--- src/rtl/button_conditioner.sv ---
// Multi-channel button front end: synchroniser, debouncer, press/release pulses and an optional
// typematic auto-repeat per channel, all in the vga_clock domain.
module button_conditioner #(
    parameter int unsigned CHANNELS        = 4,
    parameter int unsigned SYNC_STAGES     = 2,
    parameter int unsigned DEBOUNCE_CYCLES = 250000,
    parameter int unsigned REPEAT_DELAY    = 12500000,
    parameter int unsigned REPEAT_RATE     = 2500000
) (
    input  logic                vga_clock,
    input  logic                reset,
    input  logic [CHANNELS-1:0] signal,
    input  logic [CHANNELS-1:0] repeat_en,
    output logic [CHANNELS-1:0] level,
    output logic [CHANNELS-1:0] pressed,
    output logic [CHANNELS-1:0] released
);

    localparam int unsigned DebW    = $clog2(DEBOUNCE_CYCLES + 1);
    localparam int unsigned HoldMax = (REPEAT_DELAY > REPEAT_RATE) ? REPEAT_DELAY : REPEAT_RATE;
    localparam int unsigned HoldW   = $clog2(HoldMax + 1);

    localparam logic [DebW-1:0]  DebLast   = DebW'(DEBOUNCE_CYCLES - 1);
    localparam logic [HoldW-1:0] DelayLast = HoldW'(REPEAT_DELAY - 1);
    localparam logic [HoldW-1:0] RateLast  = HoldW'(REPEAT_RATE - 1);

    typedef enum logic [1:0] {StIdle, StDelay, StRepeat, StHold} rpt_state_e;

    for (genvar i = 0; i < CHANNELS; i++) begin : g_chan
        logic [SYNC_STAGES-1:0] sync_q;
        logic                   sync;
        logic [DebW-1:0]        cnt_q, cnt_d;
        logic                   level_q, level_d;
        logic                   rise, fall;
        rpt_state_e             state_q, state_d;
        logic [HoldW-1:0]       hcnt_q, hcnt_d;
        logic                   pressed_q, pressed_d;
        logic                   released_q, released_d;

        assign sync = sync_q[SYNC_STAGES-1];

        // Any matching sample restarts the count, so short glitches never flip the level.
        always_comb begin
            cnt_d   = cnt_q;
            level_d = level_q;
            rise    = 1'b0;
            fall    = 1'b0;
            if (sync == level_q) begin
                cnt_d = '0;
            end else if (cnt_q == DebLast) begin
                level_d = sync;
                cnt_d   = '0;
                rise    = sync;
                fall    = ~sync;
            end else begin
                cnt_d = cnt_q + 1'b1;
            end
        end

        always_comb begin
            state_d = state_q;
            if (fall) begin
                state_d = StIdle;
            end else begin
                case (state_q)
                    StIdle:   if (rise) state_d = repeat_en[i] ? StDelay : StHold;
                    StDelay: begin
                        if (!repeat_en[i])            state_d = StHold;
                        else if (hcnt_q == DelayLast) state_d = StRepeat;
                    end
                    StRepeat: if (!repeat_en[i]) state_d = StHold;
                    StHold:   state_d = StHold;
                    default:  state_d = StIdle;
                endcase
            end
        end

        // A release suppresses any repeat pulse due on the same edge.
        always_comb begin
            pressed_d  = 1'b0;
            released_d = fall;
            hcnt_d     = '0;
            if (!fall) begin
                case (state_q)
                    StIdle: pressed_d = rise;
                    StDelay: begin
                        if (repeat_en[i]) begin
                            if (hcnt_q == DelayLast) pressed_d = 1'b1;
                            else                     hcnt_d    = hcnt_q + 1'b1;
                        end
                    end
                    StRepeat: begin
                        if (repeat_en[i]) begin
                            if (hcnt_q == RateLast) pressed_d = 1'b1;
                            else                    hcnt_d    = hcnt_q + 1'b1;
                        end
                    end
                    default: ;
                endcase
            end
        end

        always_ff @(posedge vga_clock) begin
            if (reset) begin
                sync_q     <= '0;
                cnt_q      <= '0;
                level_q    <= 1'b0;
                state_q    <= StIdle;
                hcnt_q     <= '0;
                pressed_q  <= 1'b0;
                released_q <= 1'b0;
            end else begin
                sync_q     <= {sync_q[SYNC_STAGES-2:0], signal[i]};
                cnt_q      <= cnt_d;
                level_q    <= level_d;
                state_q    <= state_d;
                hcnt_q     <= hcnt_d;
                pressed_q  <= pressed_d;
                released_q <= released_d;
            end
        end

        assign level[i]    = level_q;
        assign pressed[i]  = pressed_q;
        assign released[i] = released_q;
    end

endmodule

--- config.mk ---
export PLATFORM = sky130hd
export DESIGN_NAME = button_conditioner
export DESIGN_NICKNAME = d
export VERILOG_FILES = /design/src/rtl/button_conditioner.sv
export SDC_FILE = /design/constraint.sdc
export NUM_CORES = 1
export LEC_CHECK = 0
export CAP_MARGIN = 20
export CORE_MARGIN = 2
export CORE_UTILIZATION = 40
export CTS_BUF_LIST = sky130_fd_sc_hd__clkbuf_2 sky130_fd_sc_hd__clkbuf_4 sky130_fd_sc_hd__clkbuf_8
export CTS_CLUSTER_DIAMETER = 100
export DETAILED_ROUTE_END_ITERATION = 12
export PLACE_DENSITY_LB_ADDON = 0.12
export SLEW_MARGIN = 20
export SYNTH_ARGS = -nofsm -noshare
export SYNTH_HDL_FRONTEND = slang
export SYNTH_SLANG_ARGS = --single-unit
--- constraint.sdc ---
create_clock -name vga_clock -period 4.6 [get_ports vga_clock]
set_input_delay 0.92 -clock vga_clock [delete_from_list [all_inputs] [get_ports vga_clock]]
set_output_delay 0.92 -clock vga_clock [all_outputs]
set_load 0.1 [all_outputs]
==> results of run 1 <==
## cells in the mapped netlist (7+ instances only)
| cell | count |
|---|---|
| buf_2 | 10 |
| nor3_1 | 28 |
| ha_1 | 28 |
| inv_1 | 44 |
| buf_4 | 13 |
| nand4_1 | 39 |
| xnor2_1 | 87 |
| nand3_1 | 63 |
| nor2_1 | 215 |
| nor3b_1 | 7 |
| and3_1 | 25 |
| nor4_1 | 13 |
| o21ai_0 | 7 |
| and4_1 | 18 |
| dfxtp_1 | 196 |
| a31oi_1 | 7 |
| nand2_1 | 64 |
| nor2b_1 | 16 |
| clkbuf_1 | 7 |
| xor2_1 | 65 |
| a21oi_1 | 13 |
## flip-flops by register name (all words and copies together) (netlist names)
register           flops
g_chan.sync_q          8
g_chan.pressed_q       4
g_chan.state_q         8
g_chan.hcnt_q         96
g_chan.level_q         4
g_chan.released_q      4
g_chan.cnt_q          72
## logic make-up after synthesis
kind of cell	share of synthesized area, %
buf+inv	3.99
compound gates	4.40
xor+xnor	14.4
mux	0.108
simple gates	30.9
flops	42.4
fa+ha+maj	3.79
## routing by layer
metal | vias to the layer above | track usage, %
met1 | 3153 | 20.6
met3 | 15 | 3.42
li1 | 3629 | -
met5 | - | 0
met2 | 47 | 24.5
met4 | 2 | 3.67
## where the power goes
part	internal [uW]	total, uW	switching [uW]	leakage [uW]
clock network	512	1140	627	0.000191
registers	1740	1770	33.7	0.00158
logic	181	440	258	0.00132
## cell type report
class | count | area (um2)
clock inverter | 13 | 149
sequential | 196 | 3920
tap | 285 | 357
inverter | 44 | 165
multi-input combinational | 785 | 4970
timing repair buffer | 24 | 233
fill | 2224 | 12600
clock buffer | 19 | 255
## metrics by stage
step | utilization (%) | instances
floorplan | - | 1059
global placement | 42.5 | 1334
detailed placement | 42.5 | 1334
CTS | 44.3 | 1366
global route | 44.4 | 1366
finish | 44.4 | 1366
## worst max path at each step
| stage | from | endpoint | slack [ns] |
|---|---|---|---|
| global placement | reset | g_chan[2].hcnt_q[2]$_SDFF_PP0_ | 1.77 |
| finish | g_chan[3].level_q$_SDFFE_PP0P_ | level[3] | 1.61 |
| global route | g_chan[3].level_q$_SDFFE_PP0P_ | level[3] | 1.54 |
| floorplan | reset | g_chan[1].cnt_q[2]$_SDFF_PP0_ | 2.62 |
| CTS | g_chan[3].level_q$_SDFFE_PP0P_ | level[3] | 1.58 |
| detailed placement | reset | g_chan[1].hcnt_q[17]$_SDFF_PP0_ | 1.69 |
==> results.py, run 1 <==
metrics = {
    "run_status": {
        "outcome": "finished, final reports clean",
    },
    "critical_path": {
        "r2r_slack_ns": 2.05,
        "path_depth": 1,
        "start_kind": "register",
        "worstSetupPathType": "register to output port",
        "worst_path_largest_cell_delay_ns": 1.18,
        "crit_slowest_cell": "clkdlybuf4s50_1",
        "rr_worst_depth": 5,
        "r2r-start": "g_chan[1].hcnt_q[11]$_SDFF_PP0_",
        "timing.rr.end": "g_chan[1].hcnt_q[17]$_SDFF_PP0_",
        "worstPathCellList": "clkdlybuf4s50_1",
        "worst_setup_path_end_kind": "output port",
        "cp_max_fo": 4,
        "crit_required_ns": 3.68,
        "crit_family": "buffers and inverters",
        "cp.arrival_ns": 2.07,
        "crit_buf_inv": 1,
    },
    "min_path": {
        "min_path_cells": 1,
        "holdPathEnd": "g_chan[1].sync_q[1]$_SDFF_PP0_",
        "worstHoldStart": "g_chan[1].sync_q[0]$_SDFF_PP0_",
        "hold_path_class": "register to register",
    },
    "power": {
        "power.density_nw_per_um2": 333,
        "vdd_drop_max_mv": 0.179,
        "power.leakage_uw": 0.00309,
        "p_total_uw": 3350,
    },
    "synth": {
        "avgSynthCellArea_um2": 8.73,
        "syn_area_um2": 9250,
        "synth-edff-count": 0,
        "synthTopCellsByArea": "dfxtp_1, nor2_1, xnor2_1, xor2_1, ha_1",
        "synth_cells": 1059,
        "async_reset_ff_share_pct": 0,
        "yosysSeqAreaShare_pct": 42.4,
        "ys_ff_latch": 196,
        "syn_nets": 1097,
        "yosys_most_used_dff": "dfxtp_1",
        "synth.distinct_cells": 63,
        "yosys_warnings": 0,
        "synth_top_area_share_pct": 42.4,
        "yosys.area.top_type": "dfxtp_1",
    },
    "timing": {
        "rsz0062_at_grt": "false",
        "final.setup.worst_slack_ns": 1.61,
        "skew_ns": 0.0204,
        "slew_violations": 0,
        "holdWs_ns": 0.448,
        "tightest_slew_ns": 1.07,
        "slew-limit-headroom_pct": 28.2,
        "setup_viol": 0,
        "hold_viol_final": 0,
        "period_share_pct": 65.0,
        "post-route-min-period_ns": 2.99,
        "fin_setup_tns_ns": 0,
        "fmax_ghz": 0.334,
    },
    "place": {
        "port_buffers": 21,
        "routabilityCongestion": 0.788,
        "post_dp_cell_area_um2": 9630,
        "dp_hpwl_um": 12000,
        "dp_slack_ns": 1.69,
    },
    "clock_network": {
        "tritoncts": "built",
        "clk_latency_ns": 0.46,
        "postCtsHoldBufs": 0,
        "cts_setup_buffers": 0,
        "numCtsBuffers": 17,
        "htree_levels": 4,
        "clock_sinks": 196,
        "cts_resized": 0,
        "clk_pin_slew_ns": 0.09,
        "clockBufferDepth": 2,
        "cts-root-buf": "clkbuf_8",
    },
    "final_layout": {
        "drive_above_1_share_pct": 5.18,
        "antenna_cells": 0,
        "syn_to_final_growth_pct": 8.73,
        "final_common_cell": "nor2_1",
        "final_area_um2": 10100,
        "nNetsFinal": 1106,
        "final_cell_mix": "nor2_1, dfxtp_1, xnor2_1",
    },
    "route": {
        "drtIter0Drc": 241,
        "vias": 6846,
        "wl_met1_um": 9030,
        "routed_wl_um": 17300,
        "drcViolationCount": 0,
        "top_layer": "met5",
        "ant_nets": 0,
        "route.met2.wl_um": 7730,
        "routedWlPerCell_um": 12.7,
        "wl_met3_um": 431,
        "via_per_inst": 5.01,
        "dr.pass1.iters": 4,
    },
    "die": {
        "start_util_pct": 40.8,
        "die_x_um": 156,
        "die_h_um": 156,
        "ioPinCount": 22,
        "dieArea_um2": 24400,
        "core_um2": 22600,
        "rows": 55,
    },
    "grt": {
        "grt_overflow": 0,
        "grt_max_degree": 25,
        "antenna_found_initial": 1,
        "grt_pass1_wl_um": 30600,
        "grt_use_total_pct": 15.2,
        "grt_pass1_vias": 6523,
    },
    "run": {
        "maxCapViolCount": 0,
    },
}
Power figures use the tool's default switching activity.
==> run 2, diff against run 1 <==
==> constraint.sdc (replaced) <==
create_clock -name vga_clock -period 3.1 [get_ports vga_clock]
set_input_delay 0.62 -clock vga_clock [delete_from_list [all_inputs] [get_ports vga_clock]]
set_output_delay 0.62 -clock vga_clock [all_outputs]
set_load 0.1 [all_outputs]
==> run 2 against run 1 <==
Net effect:
- sequential share of layout area rose by 0.12 points
- design area down 0.31%
- routed wire length shrank 0.59%
==> results.py, run 2 (synthesis gave the netlist of run 1 again) <==
metrics = {
    "timing": {
        "tightest_slew_ns": 0.764,
        "period_share_pct": 74.2,
        "setup_viol": 0,
        "slew_violations": 0,
        "fin_setup_tns_ns": 0,
        "hold_viol_final": 0,
        "slew-limit-headroom_pct": 48.6,
        "post-route-min-period_ns": 2.30,
        "rsz0062_at_grt": "false",
        "skew_ns": 0.0196,
        "fmax_ghz": 0.435,
        "holdWs_ns": 0.441,
    },
    "final_layout": {
        "antenna_cells": 0,
        "final_cell_mix": "nor2_1, dfxtp_1, xnor2_1",
        "largest_reg_flops": 96,
        "drive_above_1_share_pct": 6.46,
        "nNetsFinal": 1108,
        "largest-register": "g_chan.hcnt_q",
        "reg_top3": "g_chan.hcnt_q: 96 flops, g_chan.cnt_q: 72 flops",
        "multiInputGateArea_um2": 4970,
        "seq_area_um2": 3920,
        "syn_to_final_growth_pct": 8.39,
        "nFillCells": 2241,
        "final_util_pct": 44.3,
        "final_common_cell": "nor2_1",
    },
    "grt": {
        "busiest_layer": "met2",
        "antenna_found_initial": 0,
        "met3_usage_pct": 3.31,
        "grt_pass1_vias": 6484,
        "grt_overflow": 0,
        "grt_pass1_wl_um": 30300,
        "grt_util_met1_pct": 20.4,
        "grt_use_total_pct": 14.9,
        "grtUsageMet2_pct": 24.4,
        "grt_max_degree": 25,
    },
    "clock_network": {
        "tritoncts": "built",
        "clock_sinks": 196,
        "clockBufferDepth": 2,
        "cts_resized": 0,
        "numCtsBuffers": 17,
        "postCtsHoldBufs": 0,
        "htree_levels": 4,
        "clk_latency_ns": 0.47,
        "clk_pin_slew_ns": 0.10,
        "cts_setup_buffers": 0,
        "cts-root-buf": "clkbuf_8",
    },
    "die": {
        "ioPinCount": 22,
        "rows": 55,
        "start_util_pct": 40.8,
        "die_h_um": 156,
        "dieArea_um2": 24400,
        "core_um2": 22600,
        "die_x_um": 156,
    },
    "power": {
        "vdd_drop_max_mv": 0.232,
        "power.density_nw_per_um2": 491,
        "power.leakage_uw": 0.00314,
    },
    "min_path": {
        "hold_path_class": "register to register",
    },
    "route": {
        "routedWlPerCell_um": 12.6,
        "drcViolationCount": 0,
        "dr.pass1.iters": 4,
        "routed_wl_um": 17200,
        "drtIter0Drc": 234,
        "ant_nets": 0,
        "via_per_inst": 4.97,
        "vias": 6797,
    },
    "critical_path": {
        "worst_setup_path_end_kind": "register",
        "cp.arrival_ns": 2.62,
        "start_kind": "register",
        "worstSetupPathType": "register to register",
        "crit_required_ns": 3.42,
        "cp_max_fo": 24,
    },
    "run_status": {
        "outcome": "finished, final reports clean",
    },
    "place": {
        "dp_hpwl_um": 12000,
        "port_buffers": 21,
        "routabilityCongestion": 0.742,
    },
    "run": {
        "maxCapViolCount": 0,
    },
}
==> run 2: cell types whose count changed in the layout (fill, tap and decap cells not counted) <==
cell             before  now
bufinv_16             2    1
clkinvlp_4            5    1
clkinv_4              1    2
clkdlybuf4s50_1      21    9
inv_8                 1    2
inv_6                 3    6
clkbuf_4              1    0
buf_4                 3   17
clkinv_2              1    2
==> run 2: where the power goes <==
group / switching [uW] / internal (uW) / total [uW]
Clock: 964 / 684 / 1650
Sequential: 50.1 / 2580 / 2630
Combinational: 378 / 271 / 650
==> run 2: final timing paths <==
kind	startpoint	end	slack, ns	depth (start not counted)
worst min-delay path	g_chan[0].sync_q[0]$_SDFF_PP0_	g_chan[0].sync_q[1]$_SDFF_PP0_	0.44	1
worst max register to register	g_chan[0].hcnt_q[21]$_SDFF_PP0_	g_chan[0].hcnt_q[21]$_SDFF_PP0_	0.80	5
worst max-delay path	g_chan[0].hcnt_q[21]$_SDFF_PP0_	g_chan[0].hcnt_q[21]$_SDFF_PP0_	0.80	5
worst min register to register	g_chan[0].sync_q[0]$_SDFF_PP0_	g_chan[0].sync_q[1]$_SDFF_PP0_	0.44	1
==> run 2: critical path: stages, from the launching register on <==
cell and delay [ns]:
dfxtp_1 0.38, or4bb_1 0.54, o41ai_1 0.36, a21oi_1 0.19, o211ai_4 0.58, nor2_1 0.11
==> run 2: cell type report <==
type / count / area share [%]
multi-input combinational: 785 / 49.6
sequential: 196 / 39.1
tap: 285 / 3.56
clock buffer: 18 / 2.47
timing repair buffer: 26 / 2.17
inverter: 44 / 1.65
clock inverter: 14 / 1.40
==> run 2: metal layers <==
layer | share of wire [%] | vias to the layer above | routed length [um]
met5 | 0 | - | 0
met4 | 0.76 | 0 | 131
met3 | 2.1 | 10 | 354
met2 | 44 | 37 | 7620
met1 | 53 | 3113 | 9140
li1 | - | 3637 | -
==> run 2: per-stage QoR <==
stage / cell area (um2) / setup WS [ns] / cells / total power (uW)
2_1_floorplan: 9250 / 1.22 / 1059 / 3180
3_3_place_gp: 9620 / 0.438 / 1336 / 3320
3_5_place_dp: 9620 / 0.361 / 1336 / 3320
4_1_cts: 10000 / 0.567 / 1368 / 4990
5_1_grt: 10000 / 0.599 / 1368 / 5230
6_report: 10000 / 0.801 / 1368 / 4920
==> run 3, diff against run 2 <==
==> constraint.sdc (replaced) <==
create_clock -name vga_clock -period 1.91 [get_ports vga_clock]
set_input_delay 0.382 -clock vga_clock [delete_from_list [all_inputs] [get_ports vga_clock]]
set_output_delay 0.382 -clock vga_clock [all_outputs]
set_load 0.1 [all_outputs]
==> run 3 against run 2 <==
Net effect:
- the run now ends with negative setup slack left
- sequential share of layout area fell by 5.7 points
- register-to-register slack got worse by 0.85 ns
- critical endpoint is now g_chan[1].cnt_q[3]$_SDFF_PP0_
- critical path depth rose by 4
- largest cell class unchanged
- critical path type unchanged
==> results.py, run 3 (synthesis gave the netlist of run 1 again) <==
metrics = {
    "run": {
        "maxCapViolCount": 0,
    },
    "run_status": {
        "outcome": "finished, violations left",
        "violations": "negative setup slack",
    },
    "grt": {
        "grt_pass1_wl_um": 31700,
        "grtUsageMet2_pct": 26.0,
        "grt_pass1_vias": 6871,
        "busiest_layer": "met2",
        "grt_use_total_pct": 15.8,
        "met3_usage_pct": 3.36,
        "grt_util_met1_pct": 21.2,
        "grt_overflow": 0,
        "antenna_found_initial": 0,
        "grt_max_degree": 25,
    },
    "critical_path": {
        "worst_setup_path_end_kind": "register",
        "timing.rr.end": "g_chan[1].cnt_q[3]$_SDFF_PP0_",
        "r2r-start": "g_chan[1].cnt_q[11]$_SDFF_PP0_",
        "crit_end": "g_chan[1].cnt_q[3]$_SDFF_PP0_",
        "cp.arrival_ns": 2.32,
        "cpMostUsedCell": "buf_4",
        "crit_required_ns": 2.27,
        "start_kind": "register",
        "crit_slowest_cell": "or4b_4",
        "worst_path_largest_cell_delay_ns": 0.54,
        "cp_max_fo": 5,
        "rr_worst_depth": 9,
        "worstPathCellList": "or4b_4, nor4_4, buf_4, buf_6, nand2_4, o211ai_1, buf_4, clkbuf_16, nor2_4",
        "r2r_slack_ns": -0.05,
        "worstSetupPathType": "register to register",
        "crit_path_start": "g_chan[1].cnt_q[11]$_SDFF_PP0_",
    },
    "die": {
        "die_x_um": 156,
        "start_util_pct": 40.8,
        "dieArea_um2": 24400,
        "rows": 55,
        "core_um2": 22600,
        "ioPinCount": 22,
        "die_h_um": 156,
    },
    "timing": {
        "hold_viol_final": 0,
        "setup_viol": 44,
        "holdWs_ns": 0.415,
        "skew_ns": 0.0182,
        "final.setup.worst_slack_ns": -0.0478,
        "period_share_pct": 103,
        "fmax_ghz": 0.511,
        "rsz0062_at_grt": "true",
        "slew-limit-headroom_pct": 52.9,
        "slew_violations": 0,
        "tightest_slew_ns": 0.689,
        "post-route-min-period_ns": 1.96,
    },
    "final_layout": {
        "drive_above_1_share_pct": 23.7,
        "nNetsFinal": 1223,
        "nFillCells": 2132,
        "final_common_cell": "dfxtp_1",
        "largest-register": "g_chan.hcnt_q",
        "multiInputGateArea_um2": 5490,
        "largest_reg_flops": 96,
        "final_cell_mix": "dfxtp_1, nor2_1, buf_4",
        "reg_top3": "g_chan.hcnt_q: 96 flops, g_chan.cnt_q: 72 flops",
        "seq_area_um2": 3950,
        "syn_to_final_growth_pct": 27.5,
        "antenna_cells": 0,
        "final_util_pct": 52.1,
    },
    "clock_network": {
        "htree_levels": 4,
        "postCtsHoldBufs": 0,
        "clk_pin_slew_ns": 0.09,
        "clock_sinks": 196,
        "tritoncts": "built",
        "cts-root-buf": "clkbuf_8",
        "clk_latency_ns": 0.47,
        "clockBufferDepth": 2,
        "numCtsBuffers": 17,
    },
    "min_path": {
        "hold_path_class": "register to register",
        "worstHoldStart": "g_chan[1].cnt_q[0]$_SDFF_PP0_",
    },
    "power": {
        "power.density_nw_per_um2": 729,
        "vdd_drop_max_mv": 0.397,
        "power.leakage_uw": 0.00396,
        "p_total_uw": 8590,
    },
    "route": {
        "routedWlPerCell_um": 13.1,
        "dr.pass1.iters": 6,
        "drtIter0Drc": 307,
        "routed_wl_um": 19400,
        "via_per_inst": 4.91,
        "vias": 7270,
        "ant_nets": 0,
        "drcViolationCount": 0,
    },
    "place": {
        "routabilityCongestion": 0.781,
        "dp_slack_ns": -0.0434,
        "port_buffers": 21,
        "dp_hpwl_um": 13000,
    },
}
[run 3: power by group]
| group | leakage (uW) | total, uW | switching (uW) | internal, uW |
|---|---|---|---|---|
| combinational | 0.00216 | 1510 | 800 | 707 |
| sequential | 0.00159 | 4260 | 77.8 | 4180 |
| clock | 0.000208 | 2830 | 1470 | 1360 |
| total | 0.00396 | 8590 | 2350 | 6250 |
[run 3: what timing repair did]
action / CTS / global route
gates resized for setup: 8 / 141
setup endpoints to repair: 33 / 158
cloned: 0 / 11
setup buffers: 2 / 8
pin swaps: 1 / 64
[run 3: how the worst min path moves through the flow]
stage	slack, ns	cells after the start	end
3_5_place_dp	0.43	1	g_chan[0].sync_q[1]$_SDFF_PP0_
4_1_cts	0.44	2	g_chan[3].sync_q[0]$_SDFF_PP0_
5_1_grt	0.44	1	g_chan[1].cnt_q[0]$_SDFF_PP0_
2_1_floorplan	0.41	1	g_chan[0].hcnt_q[0]$_SDFF_PP0_
6_report	0.42	1	g_chan[1].cnt_q[0]$_SDFF_PP0_
3_3_place_gp	0.43	1	g_chan[1].cnt_q[0]$_SDFF_PP0_
[run 3: layout make-up]
| type | count | share of cell area, % |
|---|---|---|
| multi-input cells | 785 | 46.6 |
| clock inverters | 11 | 1.28 |
| clock buffers | 19 | 2.22 |
| flip-flops and latches | 196 | 33.5 |
| inverters | 44 | 1.40 |
| well taps | 285 | 3.02 |
| repair buffers | 141 | 12.0 |
[run 3: worst max-delay path, delay by kind of cell (launching register included)]
family,cells,cell delay [ns]
AND/OR/NAND/NOR,4,0.80
buffers and inverters,4,0.64
flip-flops,1,0.33
AO/OA/AOI/OAI,1,0.08
[run 3: stage by stage]
step / cells / TNS (ns) / instance area, um2
2_1_floorplan: 1059 / 0 / 9250
3_3_place_gp: 1431 / -0.0333 / 10500
3_5_place_dp: 1431 / -0.0688 / 10500
4_1_cts: 1463 / -0.0502 / 11000
5_1_grt: 1481 / -4.91 / 11800
6_report: 1481 / -1.08 / 11800
[run 3: routing by layer]
metal / vias up / share of wire, %
met5: - / 0
met4: 0 / 0.86
met3: 10 / 1.9
met2: 45 / 47
met1: 3354 / 50
li1: 3861 / -
